===== src/rtl/spi_pkg.sv =====
// -----------------------------------------------------------------------------
// spi_pkg
// Shared definitions for the SPI write controller:
//   - SPI_FRAME_W     : serial frame length (write flag + 7-bit addr + 8-bit data)
//   - MAX_VALID_ADDR  : highest register address the peripheral implements
//   - ADDR_*          : register map of the attached peripheral
//   - spi_state_t     : controller FSM encoding (also exported for debug)
//   - build_frame()   : assembles the on-wire frame from a request
// -----------------------------------------------------------------------------
package spi_pkg;

  localparam int unsigned SPI_FRAME_W = 16;

  localparam logic [6:0] MAX_VALID_ADDR = 7'd4;

  // Peripheral register map
  localparam logic [6:0] ADDR_OUT_7_0   = 7'h00;
  localparam logic [6:0] ADDR_OUT_15_8  = 7'h01;
  localparam logic [6:0] ADDR_PWM_7_0   = 7'h02;
  localparam logic [6:0] ADDR_PWM_15_8  = 7'h03;
  localparam logic [6:0] ADDR_PWM_DUTY  = 7'h04;

  typedef enum logic [2:0] {
    ST_IDLE  = 3'd0,
    ST_SETUP = 3'd1,
    ST_SHIFT = 3'd2,
    ST_HOLD  = 3'd3,
    ST_GAP   = 3'd4
  } spi_state_t;

  // Bit 15 is the write flag and goes out first.
  function automatic logic [SPI_FRAME_W-1:0] build_frame(input logic [6:0] addr,
                                                         input logic [7:0] data);
    return {1'b1, addr, data};
  endfunction

endpackage


===== src/rtl/spi_clk_gen.sv =====
// -----------------------------------------------------------------------------
// spi_clk_gen
// Half-period divider for the SPI controller. While enabled it emits a
// one-cycle tick every CLK_DIV clk cycles. The count restarts from zero when
// disabled, when cleared, and after every tick, so each phase the controller
// times starts from a known point.
//
// Ports:
//   clk      in   system clock
//   rst_n    in   asynchronous active-low reset
//   i_en     in   count enable
//   i_clear  in   synchronous restart of the count
//   o_tick   out  high on the last cycle of each CLK_DIV-cycle period
// -----------------------------------------------------------------------------
module spi_clk_gen #(
  parameter int unsigned CLK_DIV = 4
) (
  input  logic clk,
  input  logic rst_n,
  input  logic i_en,
  input  logic i_clear,
  output logic o_tick
);

  localparam logic [7:0] LP_LAST = 8'(CLK_DIV - 1);

  logic [7:0] r_cnt;

  assign o_tick = i_en && (r_cnt == LP_LAST);

  always_ff @(posedge clk or negedge rst_n) begin
    if (!rst_n) begin
      r_cnt <= 8'd0;
    end else if (!i_en || i_clear || o_tick) begin
      r_cnt <= 8'd0;
    end else begin
      r_cnt <= r_cnt + 8'd1;
    end
  end

endmodule


===== src/rtl/spi_controller.sv =====
// -----------------------------------------------------------------------------
// spi_controller
// Write-only SPI master (mode 0). Each accepted request is sent as one 16-bit
// frame {1'b1, addr[6:0], data[7:0]}, MSB first, framed by ncs. After the
// frame ncs is held high for NCS_GAP cycles before the next request is taken.
//
// Optional feature: define SPI_CTRL_ADDR_CHECK_EN to reject requests whose
// address exceeds MAX_VALID_ADDR (no frame, one-cycle err pulse). Without it
// every address is transmitted and err is constant 0.
//
// Parameters: CLK_DIV (2..255) clk cycles per sclk half period,
//             NCS_GAP (1..255) clk cycles of ncs high after a frame.
// Ports:
//   clk, rst_n           system clock, asynchronous active-low reset
//   req_valid/req_ready  request handshake
//   req_addr, req_data   register address / write data
//   sclk, copi, ncs      SPI bus
//   busy                 high from acceptance until back in IDLE
//   done                 one-cycle pulse as ncs rises at frame end
//   err                  one-cycle pulse on a rejected request
//   dbg_state            current FSM state
// -----------------------------------------------------------------------------
module spi_controller
  import spi_pkg::*;
#(
  parameter int unsigned CLK_DIV = 4,
  parameter int unsigned NCS_GAP = 4
) (
  input  logic       clk,
  input  logic       rst_n,
  input  logic       req_valid,
  input  logic [6:0] req_addr,
  input  logic [7:0] req_data,
  output logic       req_ready,
  output logic       sclk,
  output logic       copi,
  output logic       ncs,
  output logic       busy,
  output logic       done,
  output logic       err,
  output spi_state_t dbg_state
);

  localparam logic [7:0] LP_GAP_LAST = 8'(NCS_GAP - 1);
  localparam logic [4:0] LP_LAST_BIT = 5'(SPI_FRAME_W - 1);
  localparam logic [4:0] LP_NBITS    = 5'(SPI_FRAME_W);

  spi_state_t             r_state;
  spi_state_t             w_next;
  logic [SPI_FRAME_W-1:0] r_shift;
  logic [4:0]             r_bit_cnt;
  logic [7:0]             r_gap_cnt;
  logic                   r_sclk;
  logic                   r_ready;
  logic                   r_done;

  logic w_tick;
  logic w_hs;
  logic w_addr_bad;
  logic w_accept;
  logic w_frame_active;
  logic w_gap_last;
  logic w_state_chg;

  // Handshake: a request transfers on a rising clk edge where req_valid and
  // req_ready are both high; req_addr/req_data are captured on that edge and
  // may change freely afterwards. req_ready is high only in IDLE, and a
  // transfer, once started, completes regardless of req_valid.
  assign w_hs = req_valid & r_ready;

`ifdef SPI_CTRL_ADDR_CHECK_EN
  logic r_err;

  assign w_addr_bad = (req_addr > MAX_VALID_ADDR);

  always_ff @(posedge clk or negedge rst_n) begin
    if (!rst_n) begin
      r_err <= 1'b0;
    end else begin
      r_err <= w_hs & w_addr_bad;
    end
  end

  assign err = r_err;
`else
  assign w_addr_bad = 1'b0;
  assign err        = 1'b0;
`endif

  assign w_accept       = w_hs & ~w_addr_bad;
  assign w_frame_active = (r_state == ST_SETUP) || (r_state == ST_SHIFT) ||
                          (r_state == ST_HOLD);
  assign w_gap_last     = (r_gap_cnt == LP_GAP_LAST);
  assign w_state_chg    = (w_next != r_state);

  // The divider restarts on every state change so each frame's timing is
  // identical regardless of history.
  spi_clk_gen #(
    .CLK_DIV (CLK_DIV)
  ) u_clk_gen (
    .clk     (clk),
    .rst_n   (rst_n),
    .i_en    (w_frame_active),
    .i_clear (w_state_chg),
    .o_tick  (w_tick)
  );

  // ---------------------------------------------------------------------------
  // FSM: state register
  // ---------------------------------------------------------------------------
  always_ff @(posedge clk or negedge rst_n) begin
    if (!rst_n) begin
      r_state <= ST_IDLE;
    end else begin
      r_state <= w_next;
    end
  end

  // ---------------------------------------------------------------------------
  // FSM: next state
  // ---------------------------------------------------------------------------
  always_comb begin
    w_next = r_state;
    case (r_state)
      ST_IDLE:  if (w_accept) w_next = ST_SETUP;
      ST_SETUP: if (w_tick)   w_next = ST_SHIFT;
      // Leave SHIFT only after the low phase that follows the 16th high phase.
      ST_SHIFT: if (w_tick && !r_sclk && (r_bit_cnt == LP_NBITS)) w_next = ST_HOLD;
      ST_HOLD:  if (w_tick)   w_next = ST_GAP;
      ST_GAP:   if (w_gap_last) w_next = ST_IDLE;
      default:  w_next = ST_IDLE;
    endcase
  end

  // ---------------------------------------------------------------------------
  // Datapath: shift register, bit counter, sclk phase, gap counter, pulses
  // ---------------------------------------------------------------------------
  always_ff @(posedge clk or negedge rst_n) begin
    if (!rst_n) begin
      r_shift   <= '0;
      r_bit_cnt <= 5'd0;
      r_gap_cnt <= 8'd0;
      r_sclk    <= 1'b0;
      r_ready   <= 1'b0;
      r_done    <= 1'b0;
    end else begin
      r_done  <= 1'b0;
      // Registered so req_ready stays low during reset and rises on the
      // first edge afterwards.
      r_ready <= (w_next == ST_IDLE);
      case (r_state)
        ST_IDLE: begin
          if (w_accept) begin
            r_shift   <= build_frame(req_addr, req_data);
            r_bit_cnt <= 5'd0;
            r_sclk    <= 1'b0;
          end
        end
        ST_SETUP: begin
          if (w_tick) r_sclk <= 1'b1;
        end
        ST_SHIFT: begin
          if (w_tick) begin
            if (r_sclk) begin
              // Falling edge: advance copi, except after the last bit so bit 0
              // stays on the wire through HOLD.
              r_sclk    <= 1'b0;
              r_bit_cnt <= r_bit_cnt + 5'd1;
              if (r_bit_cnt != LP_LAST_BIT) begin
                r_shift <= {r_shift[SPI_FRAME_W-2:0], 1'b0};
              end
            end else if (r_bit_cnt != LP_NBITS) begin
              r_sclk <= 1'b1;
            end
          end
        end
        ST_HOLD: begin
          if (w_tick) begin
            r_done    <= 1'b1;
            r_gap_cnt <= 8'd0;
          end
        end
        ST_GAP: begin
          if (w_gap_last) begin
            r_gap_cnt <= 8'd0;
            r_bit_cnt <= 5'd0;
            r_shift   <= '0;
          end else begin
            r_gap_cnt <= r_gap_cnt + 8'd1;
          end
        end
        default: begin
          r_sclk <= 1'b0;
        end
      endcase
    end
  end

  assign req_ready = r_ready;
  assign sclk      = r_sclk;
  assign ncs       = ~w_frame_active;
  assign copi      = w_frame_active & r_shift[SPI_FRAME_W-1];
  assign busy      = (r_state != ST_IDLE);
  assign done      = r_done;
  assign dbg_state = r_state;

endmodule


===== config.mk =====
export PLATFORM = sky130hd
export DESIGN_NAME = spi_controller
export DESIGN_NICKNAME = d
export VERILOG_FILES = /design/src/rtl/spi_pkg.sv /design/src/rtl/spi_clk_gen.sv /design/src/rtl/spi_controller.sv
export SDC_FILE = /design/constraint.sdc
export NUM_CORES = 1
export LEC_CHECK = 0
export ABC_AREA = 1
export BUFFER_PORTS_ARGS = -buffer_cell sky130_fd_sc_hd__buf_2
export CORE_UTILIZATION = 53
export DETAILED_ROUTE_END_ITERATION = 8
export MAX_ROUTING_LAYER = met4
export PLACE_DENSITY_LB_ADDON = 0.12
export SLEW_MARGIN = 20
export SYNTH_ARGS = -nofsm -noshare
export SYNTH_HDL_FRONTEND = slang
export SYNTH_HIERARCHICAL = 1
export SYNTH_SLANG_ARGS = --single-unit
export TNS_END_PERCENT = 100

===== constraint.sdc =====
create_clock -name clk -period 1.95 [get_ports clk]
set_input_delay 0.195 -clock clk [delete_from_list [all_inputs] [get_ports clk]]
set_output_delay 0.195 -clock clk [all_outputs]
set_load 0.01 [all_outputs]

## Word-level counts from Yosys, hierarchy flattened

Cells that the tools add are included.

| word-level totals | value |
|---|---|
| logic and storage cells | 80 |
| output and inout port bits | 10 |
| register bits | 43 |
| bits of input ports | 18 |

| operators by class | value |
|---|---|
| reductions and logical operators | 19 |
| eq/ne operators | 17 |
| mux-type cells | 29 |
| $add $sub $neg | 3 |
| bitwise operators | 4 |

Operators with widths:

| operator | number |
|---|---|
| $mux 16 | 5 |
| $pmux 16 s3 | 1 |
| $mux 8 | 3 |
| $mux 5 | 4 |
| $add 8x1->8 const B | 2 |
| $eq 8x2->1 const B | 2 |
| $pmux 8 s2 | 1 |
| $mux 3 | 5 |
| $pmux 3 s5 | 1 |
| $pmux 5 s3 | 1 |
| $ne 2x1->1 const B | 4 |
| $mux 1 | 7 |
| $eq 3x2->1 const B | 2 |
| $logic_not 3->1 | 2 |
| $ne 2x2->1 const B | 3 |
| $reduce_and 6->1 | 1 |
| $reduce_bool 3->1 | 2 |
| $add 5x1->5 const B | 1 |
| $eq 5x5->1 const B | 1 |
| $ne 5x4->1 const B | 1 |
| $ne 5x5->1 const B | 1 |
| $reduce_and 5->1 | 1 |
| $logic_or 1x1->1 | 4 |
| $pmux 1 s4 | 1 |
| 11 further kinds | 16 |

## Logic depth before layout (Yosys ltp)

Gate-level depths: netlist of the first run.

| depth | value |
|---|---|
| word-level depth | 12 |
| mapped depth | 16 |
| depth with buffers taken out | 16 |

## Modules after synthesis

Netlist of the first run, hierarchy kept.

Modules (own cells, without submodules):

| module | area each (sq um) | cells an instance | instances |
|---|---|---|---|
| spi_controller | 2060.7 | 286 | 1 |
| spi_clk_gen | 440.4 | 58 | 1 |

## Worst setup path before layout of the first run

Ideal clock, no wire load.

| timing | value |
|---|---|
| path kind | reg-to-reg |
| from | reg r_state[1], in the netlist dbg_state[1] |
| to | reg u_clk_gen.r_cnt[5] |
| data arrival time | 1.981 ns |
| path buffers | 0 |
| setup slack | -0.100 ns |
| required time | 1.881 ns |
| period minus slack after synthesis | 2.050 ns |
| library setup time | 0.069 ns |
| cell stages (with the launch flop) | 17 |
| cell sequence | dfrtp_1 > nor2_2 > nor2_1 > nand2_1 > nor2_1 > nand2_2 > inv_1 > inv_1 > nand3_1 > nand2_1 > inv_1 > nand3_1 > nand2_1 > nand2_1 > nor2_1 > nand2_4 > nor2_2 |

| between the ends | value |
|---|---|
| cells in the longest elaborated chain, start to end | 12 |
| elaborated cells on any way between the ends | 21 |
| those cells by class | 5 x eq/ne; 7 x mux; 9 x reduce/logical |

Ends and longest elaborated chain:

| element | line | text |
|---|---|---|
| start: declaration | spi_controller.sv:48 | `spi_state_t r_state;` |
| start signal: assignment | spi_controller.sv:115 | `r_state <= w_next;` |
| $eq 3x1->1 or $eq 3x2->1 (tied branches) | spi_controller.sv:91 | `assign w_frame_active = (r_state == ST_SETUP) \|\| (r_state == ST_SHIFT) \|\|` |
| $logic_or 1x1->1 | spi_controller.sv:91 |  |
| $logic_or 1x1->1 (*) | spi_controller.sv:91 |  |
| via w_frame_active | spi_controller.sv:61 | `logic w_frame_active;` |
| $logic_and 1x1->1 (*) | spi_clk_gen.sv:29 | `assign o_tick = i_en && (r_cnt == LP_LAST);` |
| via w_tick | spi_controller.sv:57 | `logic w_tick;` |
| $logic_and 1x1->1 (2 in a row) | spi_controller.sv:128 | `ST_SHIFT: if (w_tick && !r_sclk && (r_bit_cnt == LP_NBITS)) w_next = ST_HOLD;` |
| $mux 3 | spi_controller.sv:128 |  |
| $pmux 3 s5 (*) | spi_controller.sv:124 | `case (r_state)` |
| $ne 3x3->1 (*) | spi_controller.sv:94 | `assign w_state_chg = (w_next != r_state);` |
| via w_state_chg | spi_controller.sv:63 | `logic w_state_chg;` |
| $logic_or 1x1->1 (*) (2 in a row) | spi_clk_gen.sv:34 | `end else if (!i_en \|\| i_clear \|\| o_tick) begin` |
| $mux 8 (*) | spi_clk_gen.sv:34 |  |
| end signal: assignment | spi_clk_gen.sv:37 | `r_cnt <= r_cnt + 8'd1;` |
| end: declaration | spi_clk_gen.sv:27 | `logic [7:0] r_cnt;` |

Mark *: on every way through the listed nets, which the timed path passes. The rest lies on a longest branch.
A chain may end at the register's enable or synchronous reset.

## Worst setup path in the final report of the first run

| timing | value |
|---|---|
| from | reg u_clk_gen.r_cnt[1] |
| to | reg u_clk_gen.r_cnt[7] |

| between the ends | value |
|---|---|
| cells in the longest elaborated chain, start to end | 10 |
| elaborated cells on any way between the ends | 13 |
| those cells by class | 1 x add/sub; 2 x eq/ne; 5 x mux; 5 x reduce/logical |

Ends and longest elaborated chain:

| element | line |
|---|---|
| $eq 8x2->1 (*) | spi_clk_gen.sv:29 |
| $logic_and 1x1->1 (*) | spi_clk_gen.sv:29 |
| via w_tick | spi_controller.sv:57 |
| $logic_and 1x1->1 (2 in a row) | spi_controller.sv:128 |
| $mux 3 | spi_controller.sv:128 |
| $pmux 3 s5 (*) | spi_controller.sv:124 |
| $ne 3x3->1 (*) | spi_controller.sv:94 |
| via w_state_chg | spi_controller.sv:63 |
| $logic_or 1x1->1 (*) (2 in a row) | spi_clk_gen.sv:34 |
| $mux 8 (*) | spi_clk_gen.sv:34 |

Marked as above.

==> summary.md, run 1 <==
| Metric | Value |
|---|---|
| P_sw | 335.8 uW |
| Initial cell density of the core | 0.5628 |
| Failing checks | DRC |
| Fillcell total | 416 |
| CP Launch Type | flop |
| Clk sinks | 43 |
| Commonest non-fill, non-tap cell in the layout | nand2_1 |
| Status | finished with violations |
| CTS clk-pin slew, worst paths | 80 ps |
| Part of the power in registers | 0.538 |
| Total number of vias | 2,292 |
| Layout area overhead | 16.76% |
| DR WL/cell | 12.34 um |
| Max-slew violations | 0 |
| Crit path capture type | flop |
| All-Layer GR Usage | 0.2414 |
| Iter 0 DRT Violations | 154 |
| Register bit total from synthesis | 43 |
| Clk buf depth | 2 |
| Max incr delay on CP | 360 ps |
| Pre-CTS setup slack | -13.98 ps |
| Placed wire-length estimate | 3702 um |
| # rows | 24 |
| Power density cells | 567.0 nW/um2 |
| Max Cap Viol | 0 |
| Int Pwr | 1.320 mW |
| Syn Std Cell Area | 2501 um2 |
| Setup CP Type | reg -> reg |
| Antenna violations before repair | 0 |
| Maximum clock rate | 555.9 MHz |
| Crit share post-route | 0.9224 |
| Vias per std cell | 5.233 |
| Skew-Pair Late Insertion Delay | 300 ps |
| RSZ-0062 raised after global routing | yes |
| Syn_area_per_cell | 7.271 um2 |
| Final nets | 408 |
| CTS tree | done |
| Net Sw Frac | 0.2028 |
| Critical Path, Cell by Cell | ha_1 > nand2_1 > nor2_2 > nand2_2 > inv_2 > inv_2 > nand3_2 > nand2_1 > inv_1 > nand3_1 > nand2_1 > nand2_1 > nor2_4 > nand2_4 > nor2_2 |
| Hold_ws | 251.2 ps |
| Req. time, crit path | 2180 ps |
| IO Port Bufs | 26 |
| Cell mode on critical path | nand2_1 |
| Critical path fanouts, max | 7 |
| Post-placement cell area | 2751 um2 |
| Final WL | 5407 um |
| Distinct cells, synth | 28 |
| DIE AREA | 4998 um2 |
| Part of the power in combinational logic | 0.023 |
| Cell area after layout | 2920 um2 |
| Min cycle time layout | 1799 ps |
| Maximum VDD drop | 0.4017 mV |
| First-pass GRT wire length | 9377 um |
| GRT overflow | 0 |
| Share of layout cells above drive strength 1 | 0.2098 |
| Chip height | 70.70 um |
| Drt first pass iters | 6 |
| Diode count | 0 |
| Slowest library cell on the worst path | dfrtp_1 |
| Core box area | 4444 um2 |
| Most frequent cells in the layout | nand2_1, dfrtp_1, nor2_1, nand3_1, inv_1 |
| Syn_nets | 367 |
| Final hold viol count | 0 |
| Clk_skew | 7.412 ps |
| Pin count of the biggest net entering global routing | 44 |
| Cell Count, Final, Fillers Out | 438 |
| Depth of the CTS H-tree | 2 |
| Top Ports | 28 |
| Post-synthesis sequential area ratio | 0.4302 |
| Remaining DRCs | 4 |
| Chip width | 70.70 um |
| Post-route setup slack | 151.2 ps |
| Slew @ Worst Pin | 543.9 ps |
| Synth warn | 6 |
| Placer congestion estimate | 0.8086 |
| Final setup viols | 0 |
| Vias in the first global route | 2,090 |
| Static leakage | 1.638 nW |
| Hold Crit Class | in -> reg |
| Slew headroom | 0.6374 |
| Root buffer cell | clkbuf_8 |
| Routed Antenna Nets | 0 |
| Num CTS Buffers | 5 |
| Critical path arrival | 2030 ps |
| Synth Instances | 344 |
| Dpl cells | 426 |
| Clock group share of total power | 0.439 |
## cells by family after synthesis
kind of cell | after synthesis | share of synthesized area
xor+xnor | 3 | 0.01051
buf+inv | 49 | 0.08204
compound gates | 20 | 0.04803
fa+ha+maj | 5 | 0.02501
other cells | 1 | 0.001499
flops | 43 | 0.4302
simple gates | 223 | 0.4027
## cells in the mapped netlist
cell type    n  share of area
a21oi_1      6          0.012
o21ai_1      2         0.0040
o211ai_1     2         0.0060
o22ai_1      1         0.0025
a22o_1       1         0.0035
dfrtp_1     43           0.43
nand2_1    113           0.17
nand4_1     21          0.053
nand2_4      2         0.0090
conb_1       1         0.0015
nand3_1     35          0.070
nor2_2       6          0.015
buf_2        8          0.016
nand2_2      3         0.0075
o21ai_0      5          0.010
nor3_1       2         0.0040
nor2_1      37          0.056
ha_1         5          0.025
xor2_1       2         0.0070
inv_2        5         0.0075
nor3b_1      1         0.0030
inv_1       33          0.050
o21bai_1     1         0.0030
nand3_2      2         0.0080
xnor2_1      1         0.0035
o21ai_2      2         0.0070
nand4_4      1         0.0085
buf_4        3         0.0090
## power by group through the flow
stage | logic (mW) | registers, mW | clock network, mW
final | 0.0376 | 0.891 | 0.727
after global routing | 0.0442 | 0.891 | 0.767
after CTS | 0.0394 | 0.891 | 0.739
after detailed placement | 0.0378 | 0.909 | 0
after global placement | 0.0372 | 0.909 | 0
after floorplan | 0.00271 | 0.909 | 0
## critical path: cells and delay by family (launching register included)
family | cells | cell delay [ps]
DFF | 1 | 360
buffers and inverters | 3 | 220
adders and majority gates | 1 | 160
and+or+nand+nor | 11 | 1000
## through the flow
step           setup TNS, ps  utilization  power [mW]
2_1_floorplan              0            -      0.9115
3_3_place_gp               0       0.6191      0.9457
3_5_place_dp          -29.87       0.6191      0.9463
4_1_cts                    0       0.6495       1.669
5_1_grt               -83.98       0.6571       1.702
6_report                   0       0.6571       1.656
## path summary, 6_finish.rpt
| path | startpoint | to | slack, ps | depth (start not counted) |
|---|---|---|---|---|
| min in group asynchronous | rst_n | r_gap_cnt[3] | 500 | 3 |
| setup / recovery | u_clk_gen/r_cnt[1] | u_clk_gen/r_cnt[7] | 150 | 15 |
| max in group asynchronous | rst_n | dbg_state[1] | 1050 | 3 |
| setup reg to reg | u_clk_gen/r_cnt[1] | u_clk_gen/r_cnt[7] | 150 | 15 |
| hold / removal | req_data[0] | r_shift[0] | 250 | 5 |
| hold reg to reg | r_shift[5] | r_shift[5] | 480 | 2 |
## sequential cells by signal, indices dropped and copies added, names as in the netlist
signal           count
r_gap_cnt            8
done                 1
r_bit_cnt            5
dbg_state            3
r_shift             16
sclk                 1
u_clk_gen/r_cnt      8
req_ready            1
## area by class of cell
| cell class | instances | area, um2 | area share |
|---|---|---|---|
| Timing Repair Buffer | 45 | 279.0 | 0.09554 |
| Tap cell | 52 | 65.06 | 0.02228 |
| Multi-Input combinational cell | 252 | 1237 | 0.4237 |
| Clock inverter | 2 | 35.03 | 0.01200 |
| Inverter | 38 | 142.6 | 0.04884 |
| Sequential cell | 43 | 1079 | 0.3693 |
| Clock buffer | 6 | 82.58 | 0.02828 |
## layer usage
metal,vias up,routed length [um],global-route usage
li1,1181,-,-
met1,1061,2601,0.3181
met2,46,2573,0.3996
met3,4,190,0.03846
met4,0,41,0.04667
met5,-,0,-
## repair_timing
action                                 in CTS  in global routing
setup endpoints to repair                   7                 29
buffers inserted                            1                  2
endpoints found under the hold margin      43                  0
gates resized for setup                     0                  7
pin swaps                                   1                  2
hold buffers                                1                  0
Power figures use the tool's default switching activity.
==> run 2: changes to the inputs <==
--- a/config.mk
+++ b/config.mk
@@ -5,9 +5,9 @@
 export SDC_FILE = /design/constraint.sdc
 export NUM_CORES = 1
 export LEC_CHECK = 0
-export ABC_AREA = 1
+export ABC_AREA = 0
 export BUFFER_PORTS_ARGS = -buffer_cell sky130_fd_sc_hd__buf_2
-export CORE_UTILIZATION = 53
+export CORE_UTILIZATION = 52
 export DETAILED_ROUTE_END_ITERATION = 8
 export MAX_ROUTING_LAYER = met4
 export PLACE_DENSITY_LB_ADDON = 0.12
==> summary.md, run 2 <==
| Metric | Value |
|---|---|
| # rows | 24 (unchanged) |
| Placer congestion estimate | 0.8070 (was 0.8086) |
| Syn_area_per_cell | 10.04 um2 (was 7.271 um2) |
| Ys async rst share | 1.000 (unchanged) |
| Hold_sp | req_data[0] (unchanged) |
| Distinct cells, synth | 56 (was 28) |
| Post-synthesis sequential area ratio | 0.4522 (was 0.4302) |
| Num CTS Buffers | 5 (unchanged) |
| Diode count | 0 (unchanged) |
| Area contributors post-synth | dfrtp_1, a31oi_1, a22oi_1, ha_1, nor2_1 (was dfrtp_1, nand2_1, nand3_1, nor2_1, nand4_1) |
| Drt first pass iters | 4 (was 6) |
| EDFF count, synth | 0 (unchanged) |
| RSZ-0062 raised after global routing | yes (unchanged) |
| Max reg flops | 16 (unchanged) |
| Critical path arrival | 2300 ps (was 2030 ps) |
| Main synth FF type | dfrtp_1 (unchanged) |
| Critical path fanouts, max | 5 (was 7) |
| Post-route setup slack | -167.9 ps (was 151.2 ps) |
| Syn_nets | 260 (was 367) |
| DR WL/cell | 15.92 um (was 12.34 um) |
| Slew @ Worst Pin | 726.0 ps (was 543.9 ps) |
| Max incr delay on CP | 480 ps (was 360 ps) |
| Post-placement cell area | 2878 um2 (was 2751 um2) |
| Top cell type's share of synthesized area | 0.4522 (was 0.4302) |
| Crit path capture type | flop (unchanged) |
| Critical Path, Cell by Cell | ha_2 > or4b_4 > o41ai_4 > buf_4 > buf_4 > nand3_4 > mux2_4 (was ha_1 > nand2_1 > nor2_2 > nand2_2 > inv_2 > inv_2 > nand3_2 > nand2_1 > inv_1 > nand3_1 > nand2_1 > nand2_1 > nor2_4 > nand2_4 > nor2_2) |
| Vias per std cell | 5.883 (was 5.233) |
| Failing checks | setup timing (was DRC) |
| Reg-to-reg startpoint | r_gap_cnt[0] (was u_clk_gen/r_cnt[1]) |
| Crit share post-route | 1.086 (was 0.9224) |
| CP Launch Point | r_gap_cnt[0] (was u_clk_gen/r_cnt[1]) |
| Synth warn | 6 (unchanged) |
| All-Layer GR Usage | 0.2641 (was 0.2414) |
| IO Port Bufs | 26 (unchanged) |
| Slew headroom | 0.5160 (was 0.6374) |
| Skew-Pair Late Insertion Delay | 290 ps (was 300 ps) |
| Core box area | 4384 um2 (was 4444 um2) |
| Power density cells | 1233 nW/um2 (was 567.0 nW/um2) |
| Syn Std Cell Area | 2380 um2 (was 2501 um2) |
| Reg with most FFs | r_shift (unchanged) |
| Antenna violations before repair | 0 (unchanged) |
| Cell mode on critical path | buf_4 (was nand2_1) |
| CP bufs+invs | 2 (was 3) |
| First-pass GRT wire length | 9977 um (was 9377 um) |
| Layout area overhead | 32.76% (was 16.76%) |
| Most common cell in the netlist | dfrtp_1 (was nand2_1) |
| Depth of the CTS H-tree | 2 (unchanged) |
| CTS tree | done (unchanged) |
| Biggest regs | r_shift (16), r_gap_cnt (8), u_clk_gen/r_cnt (8) (unchanged) |
| Synth Instances | 237 (was 344) |
| Register bit total from synthesis | 43 (unchanged) |
| Setup CP Type | reg -> reg (unchanged) |
| Placed wire-length estimate | 3799 um (was 3702 um) |
| Maximum VDD drop | 0.7050 mV (was 0.4017 mV) |
| Top Ports | 28 (unchanged) |
| Min cycle time layout | 2118 ps (was 1799 ps) |
| Chip height | 69.65 um (was 70.70 um) |
| Initial cell density of the core | 0.5428 (was 0.5628) |
| Commonest non-fill, non-tap cell in the layout | buf_4 (was nand2_1) |
| Status | finished with violations (unchanged) |
| Max-slew violations | 0 (unchanged) |
| Req. time, crit path | 2130 ps (was 2180 ps) |
| Final nets | 329 (was 408) |
| Cell area after layout | 3159 um2 (was 2920 um2) |
| Static leakage | 1.462 nW (was 1.638 nW) |
| Clk buf depth | 2 (unchanged) |
| GRT overflow | 0 (unchanged) |
| Max Cap Viol | 0 (unchanged) |
| Total number of vias | 2,106 (was 2,292) |
| Final hold viol count | 0 (unchanged) |
| Leading area contributor after synthesis | dfrtp_1 (unchanged) |
| Pin count of the biggest net entering global routing | 33 (was 44) |
| Remaining DRCs | 0 (was 4) |
| Clk_skew | 10.97 ps (was 7.412 ps) |
| Final setup viols | 32 (was 0) |
| Hold Crit Class | in -> reg (unchanged) |
| Synth cell count leaders | dfrtp_1, a31oi_1, a22oi_1, nor2_1 (was nand2_1, dfrtp_1, nor2_1, nand3_1, inv_1) |
| Clk sinks | 43 (unchanged) |
| CP Launch Type | flop (unchanged) |
| Slowest library cell on the worst path | or4b_4 (was dfrtp_1) |
| Pre-CTS setup slack | -149.2 ps (was -13.98 ps) |
| Iter 0 DRT Violations | 178 (was 154) |
| Delay-heaviest family, CP | simple AND/OR/NAND/NOR gates (unchanged) |
| DIE AREA | 4851 um2 (was 4998 um2) |
| Maximum clock rate | 472.2 MHz (was 555.9 MHz) |
| Final WL | 5698 um (was 5407 um) |
| Root buffer cell | clkbuf_8 (unchanged) |
| Share of layout cells above drive strength 1 | 0.3824 (was 0.2098) |
| Most frequent cells in the layout | buf_4, dfrtp_1, a31oi_1 (was nand2_1, dfrtp_1, nor2_1, nand3_1, inv_1) |
| CTS clk-pin slew, worst paths | 80 ps (about the same) |
| Vias in the first global route | 2,070 (was 2,090) |
| Routed Antenna Nets | 0 (unchanged) |
| Chip width | 69.65 um (was 70.70 um) |
-- run 2: routing by layer --
metal | global-route usage | vias up | part of all wire
met4 | 0.07111 | 0 | 0.013
met5 | - | - | 0
met1 | 0.3460 | 1028 | 0.45
li1 | - | 1026 | -
met3 | 0.04506 | 9 | 0.037
met2 | 0.4272 | 43 | 0.50
-- run 2: path summary, 6_finish.rpt --
path	to	slack (ps)	depth (start not counted)
min reg2reg	r_shift[0]	530	2
min	r_shift[0]	150	3
max	r_shift[15]	-170	7
max in group asynchronous	r_shift[11]	860	3
min in group asynchronous	sclk	490	2
max reg2reg	r_shift[15]	-170	7
-- run 2: logic make-up (layout without fill, tap and decap cells) --
| family | Yosys count | in the layout | share of synthesized area |
|---|---|---|---|
| xor+xnor | 4 | 4 | 0.01472 |
| compound gates | 77 | 77 | 0.2345 |
| mux | 7 | 7 | 0.03207 |
| flops | 43 | 43 | 0.4522 |
| simple gates | 70 | 70 | 0.1772 |
| fa+ha+maj | 5 | 5 | 0.02629 |
| buf+inv | 30 | 99 | 0.06151 |
| other cells | 1 | 1 | 0.001576 |
-- run 2: worst min-delay path: cells and delay by family --
kind                   cells  cell delay, ps
buffers and inverters      1             100
multiplexers               1              60
AND/OR/NAND/NOR            1              40
-- run 2: per-stage QoR --
step,total power [mW],hold slack [ps],util,setup TNS (ps),std cells
floorplan,2.476,-100.6,-,-14990,237
global placement,2.975,295.6,0.6564,-2250,340
detailed placement,3.022,290.3,0.6564,-3470,340
CTS,3.775,138.7,0.7021,-2306,353
global route,4.179,162.9,0.7206,-6625,358
finish,3.897,147.4,0.7206,-2716,358
-- run 2: what timing repair did --
action / CTS / global route
setup buffers: 4 / 5
hold endpoints to repair: 30 / 0
hold buffers: 1 / 0
resized for setup: 18 / 9
cloned: 1 / 0
pin swaps: 11 / 7
endpoints found under the setup margin: 36 / 38
-- run 2: final cells by class --
cell class              count  area, um2
repair buffers             80      589.3
clock buffers               7      76.32
flip-flops and latches     43       1077
fillers                   318       1225
inverters                  12      45.04
well taps                  52      65.06
multi-input cells         164       1306
-- run 2: power breakdown --
group,total (mW),switching (mW),leakage [nW],internal (mW)
sequential,1.31,0.169,0.540,1.15
combinational,2.05,1.01,0.884,1.04
clock,0.533,0.286,0.0383,0.247
total,3.90,1.47,1.46,2.43
